[config.mk]
export PLATFORM = sky130hd
export DESIGN_NAME = instruction_fetch
export DESIGN_NICKNAME = d
export VERILOG_FILES = /design/src/rtl/instruction_fetch.sv
export SDC_FILE = /design/constraint.sdc
export NUM_CORES = 1
export LEC_CHECK = 0
export BUFFER_PORTS_ARGS = -buffer_cell sky130_fd_sc_hd__buf_2
export CAP_MARGIN = 5
export CORE_MARGIN = 2
export CORE_UTILIZATION = 41
export CTS_CLUSTER_DIAMETER = 40
export DETAILED_ROUTE_END_ITERATION = 10
export GPL_TIMING_DRIVEN = 0
export PLACE_DENSITY = 0.68
export SLEW_MARGIN = 20
export SYNTH_ARGS = -nofsm -noshare
export SYNTH_HDL_FRONTEND = slang
export SYNTH_SLANG_ARGS = --single-unit
[constraint.sdc]
create_clock -name clk -period 2.1 [get_ports clk]
set_clock_uncertainty 0.15 [all_clocks]
set_input_delay 0.42 -clock clk [delete_from_list [all_inputs] [get_ports clk]]
set_output_delay 0.42 -clock clk [all_outputs]
set_load 0.005 [all_outputs]
[src/rtl/instruction_fetch.sv]
// Instruction fetch stage: owns the PC, fetches words over a req/ack handshake and holds
// one fetched instruction for the decoder, with branch redirect and in-flight squash.
module instruction_fetch #(
   parameter logic [31:0] RESET_PC  = 32'h0000_0000,
   parameter logic [31:0] NOP_INSTR = 32'h0000_0013
) (
   input  logic        clk,
   input  logic        nrst,
   output logic        imem_req,
   output logic [31:0] imem_addr,
   input  logic        imem_ack,
   input  logic [31:0] imem_rdata,
   input  logic        stall,
   input  logic        branch_taken,
   input  logic [31:0] branch_target,
   output logic [31:0] instruction,
   output logic        instr_valid,
   output logic [31:0] instr_pc,
   output logic        misaligned
);

   typedef enum logic [1:0] {StIdle, StReq, StHold} state_e;

   state_e      state_q, state_d;
   logic [31:0] pc_q, pc_d;
   logic [31:0] addr_q, addr_d;
   logic        drop_q, drop_d;
   logic [31:0] instr_q, instr_d;
   logic        valid_q, valid_d;
   logic [31:0] ipc_q, ipc_d;
   logic        mis_q, mis_d;
   logic        waiting;

   // A request is outstanding while in REQ without ack; its address must not move.
   assign waiting = (state_q == StReq) && !imem_ack;

   always_comb begin
      state_d = state_q;
      pc_d    = pc_q;
      drop_d  = drop_q;
      instr_d = instr_q;
      valid_d = valid_q;
      ipc_d   = ipc_q;
      mis_d   = 1'b0;

      unique case (state_q)
         StIdle: state_d = StReq;
         StReq: begin
            if (imem_ack) begin
               if (drop_q) begin
                  drop_d = 1'b0;
               end else begin
                  instr_d = imem_rdata;
                  ipc_d   = pc_q;
                  valid_d = 1'b1;
                  pc_d    = pc_q + 32'd4;
                  state_d = StHold;
               end
            end
         end
         StHold: begin
            if (valid_q && !stall) begin
               valid_d = 1'b0;
               instr_d = NOP_INSTR;
               state_d = StReq;
            end
         end
         default: state_d = StIdle;
      endcase

      // Redirect overrides ack and stall; a same-cycle ack is simply discarded.
      if (branch_taken) begin
         pc_d    = branch_target & ~32'h3;
         mis_d   = |branch_target[1:0];
         valid_d = 1'b0;
         instr_d = NOP_INSTR;
         ipc_d   = ipc_q;
         state_d = StReq;
         if (waiting) drop_d = 1'b1;
      end

      addr_d = waiting ? addr_q : pc_d;
   end

   always_ff @(posedge clk or negedge nrst) begin
      if (!nrst) begin
         state_q <= StIdle;
         pc_q    <= RESET_PC;
         addr_q  <= RESET_PC;
         drop_q  <= 1'b0;
         instr_q <= NOP_INSTR;
         valid_q <= 1'b0;
         ipc_q   <= RESET_PC;
         mis_q   <= 1'b0;
      end else begin
         state_q <= state_d;
         pc_q    <= pc_d;
         addr_q  <= addr_d;
         drop_q  <= drop_d;
         instr_q <= instr_d;
         valid_q <= valid_d;
         ipc_q   <= ipc_d;
         mis_q   <= mis_d;
      end
   end

   assign imem_req    = (state_q == StReq);
   assign imem_addr   = addr_q;
   assign instruction = instr_q;
   assign instr_valid = valid_q;
   assign instr_pc    = ipc_q;
   assign misaligned  = mis_q;

endmodule

==> metrics.csv, run 1 <==
stage,metric,value,unit
cells_and_area,Area Overhead vs Synth,33.1,%
synth,Syn Area/Cell,11.0,sq um
global_routing,GRT Total Usage,21.5,%
place,# port buffers,166,
cts,CTS buffer count,17,
place,dpl hpwl,10700,um
cts,H-tree levels,4,
synth,sequential fraction of the synthesis area,59.2,%
synth,YS warnings,0,
setup_path,crit end category,register,
global_routing,vias in the first global route,4787,
die,Initial Util,42.3,%
synth,Synth Register Bits,133,
timing,worst-margin pin slew,0.627,ns
timing,Slew HR,58.2,%
cells_and_area,Filler Cell Count,1228,
die,Die H,121,um
place,RePlAce Congestion,0.790,
timing,"Slew Viols, Final",0,
global_routing,first-pass GRT wire length,23900,um
setup_path,kind of critical path,register to register,
die,die width,121,um
route,Residual DRC,0,
route,via count,4645,
min_path,worst min path class,primary input to register,
place,dpl ws,-0.435,ns
synth,"Cell Area, Synth",0.00562,sq mm
setup_path,R2R Path Start,pc_q[3]$_DFF_PN0_,
route,average wire per standard cell,16.6,um
timing,post-route setup slack,-0.00344,ns
power,VDD IR max,550,uV
die,die area,0.0147,sq mm
power,Pwr Density,1040,mW/mm^2
global_routing,largest net degree at the start of global routing,73,
cells_and_area,fraction of layout cells with a size suffix above 1,38.4,%
setup_path,Worst Path Max Fanout,10,
timing,unrepaired setup endpoints after global routing,yes,
power,Pleak,3.75,nW
die,core area,0.0133,sq mm
global_routing,remaining global-route overflow,0,
job,max-cap violation count,0,
die,# rows,42,
status,outcome,"finished, violations left",
route,post-route ant nets,0,
synth,cells after synthesis,512,
route,DR vias/cell,5.14,
synth,Mapped Nets,582,
timing,Tcrit/Tclk final,100,%
setup_path,crit path DAT,2.25,ns
synth,Synth cell types,39,
timing,setup violators final,1,
die,total I/O pin count,168,
cts,Num Clock Sinks,133,
timing,Final Critical Period,2.10,ns
route,"wirelength, routed",15000,um
cells_and_area,antenna fix cells,0,
route,1st-pass router iterations,4,
cts,CTS tree,built,
cts,Root Driver,clkbuf_16,
cts,"CTS clk-pin slew, worst paths",0.06,ns
setup_path,"Data required, critical path",2.24,ns
cts,worst skew pair latency,0.42,ns
cells_and_area,nets@finish,784,
timing,Hold Worst Slack,0.0690,ns
timing,Fmax,475,MHz
setup_path,critical path startpoint,pc_q[3]$_DFF_PN0_,
timing,Final Hold Viols,0,
min_path,Hold Crit Start,imem_rdata[29],
cts,CTS Buffer Depth,2,
route,initial DRC count,169,
status,failing checks,setup timing,
setup_path,CP Launch Type,register,
global_routing,initial antenna violation count,0,
## cell usage after synthesis
master     instances  area, sq um
and4_1             2         17.5
buf_6              1         11.3
buf_1              3         11.3
nor4b_1            1         8.76
mux2_1             1         11.3
ha_1               1         12.5
and2_1             1         6.26
xnor2_1           23          201
a22oi_1            1         7.51
buf_2              5         25.0
nand4_1           11         68.8
a22o_1            28          245
inv_1              2         7.51
dfrtp_1          130         3250
nor4_1             3         18.8
o22a_1             3         26.3
nor2b_1            5         31.3
nor3_1             6         30.0
dfstp_2            3         78.8
nand2_1          133          499
a21oi_1            7         35.0
clkbuf_1          19         71.3
nor4bb_1           1         10.0
nand4bb_1          1         11.3
nand3_1           12         60.1
nor3_2             1         10.0
nor4_4             2         42.5
nand4_2            1         12.5
o21ai_2            1         8.76
a221o_1           16          160
o21ai_0           11         55.1
o31ai_2            1         12.5
nor2_1            34          128
mux2_2            31          349
inv_2              1         3.75
o31ai_1            1         7.51
and3_1             2         12.5
mux2i_1            1         10.0
xor2_1             6         52.6
## final cells by class
| cell class | instances | area, sq um | area share, % |
|---|---|---|---|
| multi-input combinational | 348 | 2280 | 30.4 |
| sequential | 133 | 3340 | 44.5 |
| tap | 176 | 220 | 2.94 |
| clock inverter | 7 | 37.5 | 0.501 |
| inverter | 3 | 11.3 | 0.150 |
| buffer | 28 | 143 | 1.90 |
| timing repair buffer | 183 | 1010 | 13.5 |
| clock buffer | 25 | 455 | 6.08 |
## kinds of logic (layout without fill, tap and decap cells)
logic type / count (synthesis) / in the layout / synth area share, %
DFF: 133 / 133 / 59.2
muxes: 33 / 33 / 6.59
buffers and inverters: 31 / 246 / 2.31
adders and majority gates: 1 / 1 / 0.222
AOI/OAI and AO/OA: 69 / 69 / 9.92
and+or+nand+nor: 216 / 216 / 17.2
xor gates and xnor gates: 29 / 29 / 4.52
## registers in the layout, indices dropped and copies added, names as in the netlist, named ones only
| register | cells |
|---|---|
| imem_addr | 32 |
| pc_q | 32 |
| instruction | 32 |
| misaligned | 1 |
| instr_valid | 1 |
| instr_pc | 32 |
| state_q | 2 |
## per-layer routing
layer / vias to the layer above / part of all wire [%] / track usage (%)
li1: 2178 / - / -
met1: 2323 / 43 / 26.9
met2: 124 / 51 / 35.7
met3: 20 / 4.6 / 4.56
met4: 0 / 1.8 / 9.67
met5: - / 0 / 0
## where the power goes
part           internal (W)  leakage, nW  switching, W
registers           0.00312         1.66      0.000348
logic              0.000863         1.85      0.000917
clock network       0.00149        0.243       0.00103
total               0.00548         3.75       0.00230
## placed cells by master, fill, tap and decap left out, types with 6 or more instances in the layout
cell       count
a21oi_1        7
a221o_1       16
a22o_1        28
buf_2        168
buf_4         15
clkbuf_1      19
clkbuf_16     17
clkbuf_2       6
clkinv_2       6
dfrtp_1      127
mux2_2        30
nand2_1      132
nand3_1       10
nand4_1       11
nor2_1        32
o21ai_0        9
xnor2_1       23
## critical path, stage by stage, from the launching register on
cell and delay (ns):
dfrtp_1 0.38, nand4_1 0.26, nor4_4 0.40, buf_12 0.18
nand4_1 0.11, xnor2_1 0.16, a221o_1 0.33
## path summary, 6_finish.rpt
| path | to | slack [ns] | cells after the start |
|---|---|---|---|
| min in group asynchronous | instruction[28]$_DFFE_PN0P_ | 0.36 | 2 |
| worst max register to register | imem_addr[25]$_DFFE_PN0N_ | -0.003 | 6 |
| worst min register to register | instr_pc[0]$_DFFE_PN0P_ | 0.31 | 2 |
| worst min-delay path | instruction[29]$_DFFE_PN0P_ | 0.07 | 2 |
| max in group asynchronous | instr_pc[12]$_DFFE_PN0P_ | 0.73 | 3 |
| worst max-delay path | imem_addr[25]$_DFFE_PN0N_ | -0.003 | 6 |
## metrics by stage
stage	cells	setup TNS (ns)	cell area, sq um	power (W)	util [%]
after CTS	892	-0.352	7330	0.00778	55.1
after detailed placement	855	-23.00	6710	0.00521	50.5
after floorplan	512	0	5620	0.00430	-
after global placement	854	-184.98	6680	0.00514	50.2
final	903	-0.00344	7490	0.00777	56.3
after global routing	903	-1.50	7490	0.00822	56.3
## what timing repair did
action / 4_1_cts / 5_1_grt
pin swaps: 11 / 9
hold buffers: 1 / 0
gates resized for setup: 17 / 33
setup endpoints to repair: 80 / 84
setup buffers: 4 / 11
endpoints found under the hold margin: 58 / 0
Note: power is estimated with default switching activity, not from simulation.
==> run 2, diff against run 1 <==
--- a/config.mk
+++ b/config.mk
@@ -8,11 +8,11 @@
 export BUFFER_PORTS_ARGS = -buffer_cell sky130_fd_sc_hd__buf_2
 export CAP_MARGIN = 5
 export CORE_MARGIN = 2
-export CORE_UTILIZATION = 41
+export CORE_UTILIZATION = 40
 export CTS_CLUSTER_DIAMETER = 40
 export DETAILED_ROUTE_END_ITERATION = 10
 export GPL_TIMING_DRIVEN = 0
-export PLACE_DENSITY = 0.68
+export PLACE_DENSITY = 0.67
 export SLEW_MARGIN = 20
 export SYNTH_ARGS = -nofsm -noshare
 export SYNTH_HDL_FRONTEND = slang
==> run 2 against run 1 <==
Compared with the run above: the flow still finishes with violations (setup timing); cell count up 0.11%; via count shrank 0.54%; largest cell class unchanged; highest routed layer unchanged; critical path type unchanged; worst hold slack better by 0.0032 ns; utilization decreased by 1.3 points.
==> metrics.csv, run 2 (same netlist as run 1, synthesis figures left out) <==
stage,metric,value,unit,change
global_routing,met2 Track Usage GR,33.5,%,was 35.7%
route,"wirelength, routed",15300,um,was 15000 um
route,initial DRC count,269,,was 169
route,post-route ant nets,0,,unchanged
timing,Tcrit/Tclk final,102,%,was 100%
route,1st-pass router iterations,4,,unchanged
global_routing,most used routing layer,met2,,unchanged
cells_and_area,design area,0.00761,sq mm,was 0.00749 sq mm
place,RePlAce Congestion,0.838,,was 0.790
die,total I/O pin count,168,,unchanged
cts,CTS buffer count,17,,unchanged
timing,setup violators final,11,,was 1
cts,CTS tree,built,,unchanged
timing,worst-margin pin slew,0.598,ns,was 0.627 ns
cts,"CTS clk-pin slew, worst paths",0.05,ns,was 0.06 ns
die,die width,123,um,was 121 um
timing,Fmax,469,MHz,was 475 MHz
global_routing,largest net degree at the start of global routing,72,,was 73
status,failing checks,setup timing,,unchanged
power,post-route total power,0.00814,W,was 0.00777 W
die,core area,0.0138,sq mm,was 0.0133 sq mm
cells_and_area,Filler Cell Count,1238,,was 1228
timing,unrepaired setup endpoints after global routing,yes,,unchanged
power,Internal,0.00584,W,was 0.00548 W
setup_path,"slowest stage delay, CP",0.41,ns,was 0.40 ns
setup_path,crit end category,register,,unchanged
power,VDD IR max,521,uV,was 550 uV
die,Initial Util,40.7,%,was 42.3%
cts,Num Clock Sinks,133,,unchanged
die,Die H,123,um,was 121 um
cts,Root Driver,clkbuf_16,,unchanged
power,clock share of power,35.1,%,was 32.4%
cells_and_area,"commonest cells after routing, fill and taps aside","buf_2, nand2_1, dfrtp_1",,unchanged
power,Comb power frac,22.1,%,was 22.9%
cts,worst skew pair latency,0.42,ns,about the same
cts,CTS Buffer Depth,2,,unchanged
global_routing,GRT Total Usage,21.2,%,was 21.5%
global_routing,initial antenna violation count,0,,unchanged
setup_path,Worst Path Buf+Inv,2,,was 1
place,dpl hpwl,10600,um,was 10700 um
global_routing,grt met1 use,27.1,%,was 26.9%
die,# rows,43,,was 42
status,outcome,"finished, violations left",,unchanged
setup_path,kind of critical path,register to register,,unchanged
power,Pwr Density,1070,mW/mm^2,was 1040 mW/mm^2
global_routing,first-pass GRT wire length,23900,um,about the same
global_routing,vias in the first global route,4714,,was 4787
cells_and_area,antenna fix cells,0,,unchanged
power,Psw,0.00230,W,about the same
route,DR vias/cell,5.11,,was 5.14
setup_path,crit path cell chain,nand4bb_4 > buf_6 > nor4_4 > buf_12 > nand4_1 > xnor2_1 > a221o_1,,was nand4_1 > nor4_4 > buf_12 > nand4_1 > xnor2_1 > a221o_1
cells_and_area,Area Overhead vs Synth,35.3,%,was 33.1%
power,Pleak,3.82,nW,was 3.75 nW
global_routing,remaining global-route overflow,0,,unchanged
route,Residual DRC,0,,unchanged
place,# port buffers,166,,unchanged
route,via count,4620,,was 4645
setup_path,CP top delay family,simple AND/OR/NAND/NOR gates,,unchanged
timing,Final Critical Period,2.13,ns,was 2.10 ns
global_routing,GR Layer Usage met3,5.44,%,was 4.56%
power,Reg power frac,42.8,%,was 44.7%
place,Post-DP Area,0.00672,sq mm,was 0.00671 sq mm
setup_path,crit path DAT,2.28,ns,was 2.25 ns
cells_and_area,"commonest non-fill, non-tap cell in the layout",buf_2,,unchanged
cells_and_area,fraction of layout cells with a size suffix above 1,39.2,%,was 38.4%
cells_and_area,nets@finish,785,,was 784
die,die area,0.0150,sq mm,was 0.0147 sq mm
power,Switching Share,28.3,%,was 29.5%
timing,"Slew Viols, Final",0,,unchanged
setup_path,Worst Path Max Fanout,10,,unchanged
setup_path,CP Launch Type,register,,unchanged
timing,Slew HR,60.1,%,was 58.2%
setup_path,"Data required, critical path",2.25,ns,was 2.24 ns
timing,Final TNS setup,-0.174,ns,was -0.00344 ns
min_path,worst min path class,primary input to register,,unchanged
timing,Final Hold Viols,0,,unchanged
setup_path,Slowest cell on crit path,dfrtp_1,,was nor4_4
timing,post-route setup slack,-0.0324,ns,was -0.00344 ns
route,average wire per standard cell,17.0,um,was 16.6 um
cts,H-tree levels,4,,unchanged
job,max-cap violation count,0,,unchanged
==> run 2: final timing paths <==
check	start	slack, ns	end	cells after the start
setup / recovery	register	-0.03	imem_addr[25]$_DFFE_PN0N_	7
min in group asynchronous	nrst	0.40	instruction[25]$_DFFE_PN0P_	2
setup reg to reg	register	-0.03	imem_addr[25]$_DFFE_PN0N_	7
max in group asynchronous	nrst	0.70	instr_pc[18]$_DFFE_PN0P_	3
hold / removal	imem_rdata[11]	0.07	instruction[11]$_DFFE_PN0P_	2
hold reg to reg	instr_pc[26]$_DFFE_PN0P_	0.32	instr_pc[26]$_DFFE_PN0P_	2
==> run 2: per-stage QoR <==
step	instances	hold WS (ns)	setup WS (ns)	utilization (%)
CTS	897	0.0561	-0.0680	53.8
global route	904	0.0645	-0.136	55.0
detailed placement	859	0.236	-0.377	48.6
global placement	858	0.304	-1.25	48.3
floorplan	512	-0.0256	0.0196	-
finish	904	0.0722	-0.0324	55.0
==> run 2: area by class of cell <==
class | count | area, sq um | area share (%)
plain buffers | 28 | 145 | 1.91
clock buffers | 23 | 488 | 6.41
clock inverters | 5 | 75.1 | 0.986
inverters | 3 | 11.3 | 0.148
multi-input cells | 348 | 2320 | 30.5
flip-flops and latches | 133 | 3330 | 43.8
well taps | 180 | 225 | 2.96
repair buffers | 184 | 1010 | 13.3
==> run 2: power groups by stage <==
stage / Combinational [W] / Clock (W) / Sequential, W
after detailed placement: 0.00169 / 0 / 0.00351
after floorplan: 0.000791 / 0 / 0.00351
after global routing: 0.00201 / 0.00303 / 0.00355
after CTS: 0.00176 / 0.00291 / 0.00347
after global placement: 0.00165 / 0 / 0.00348
final: 0.00180 / 0.00286 / 0.00348
==> run 2: what timing repair did <==
item,4_1_cts,5_1_grt
endpoints found under the hold margin,59,0
setup buffers,9,7
pin swaps,6,11
hold buffers,1,0
resized for setup,20,31
endpoints found under the setup margin,75,100
==> run 2: layer usage <==
metal  vias up  share of wire, %
li1       2181                 -
met3        29               5.4
met5         -                 0
met1      2272                43
met4         0               2.5
met2       138                49
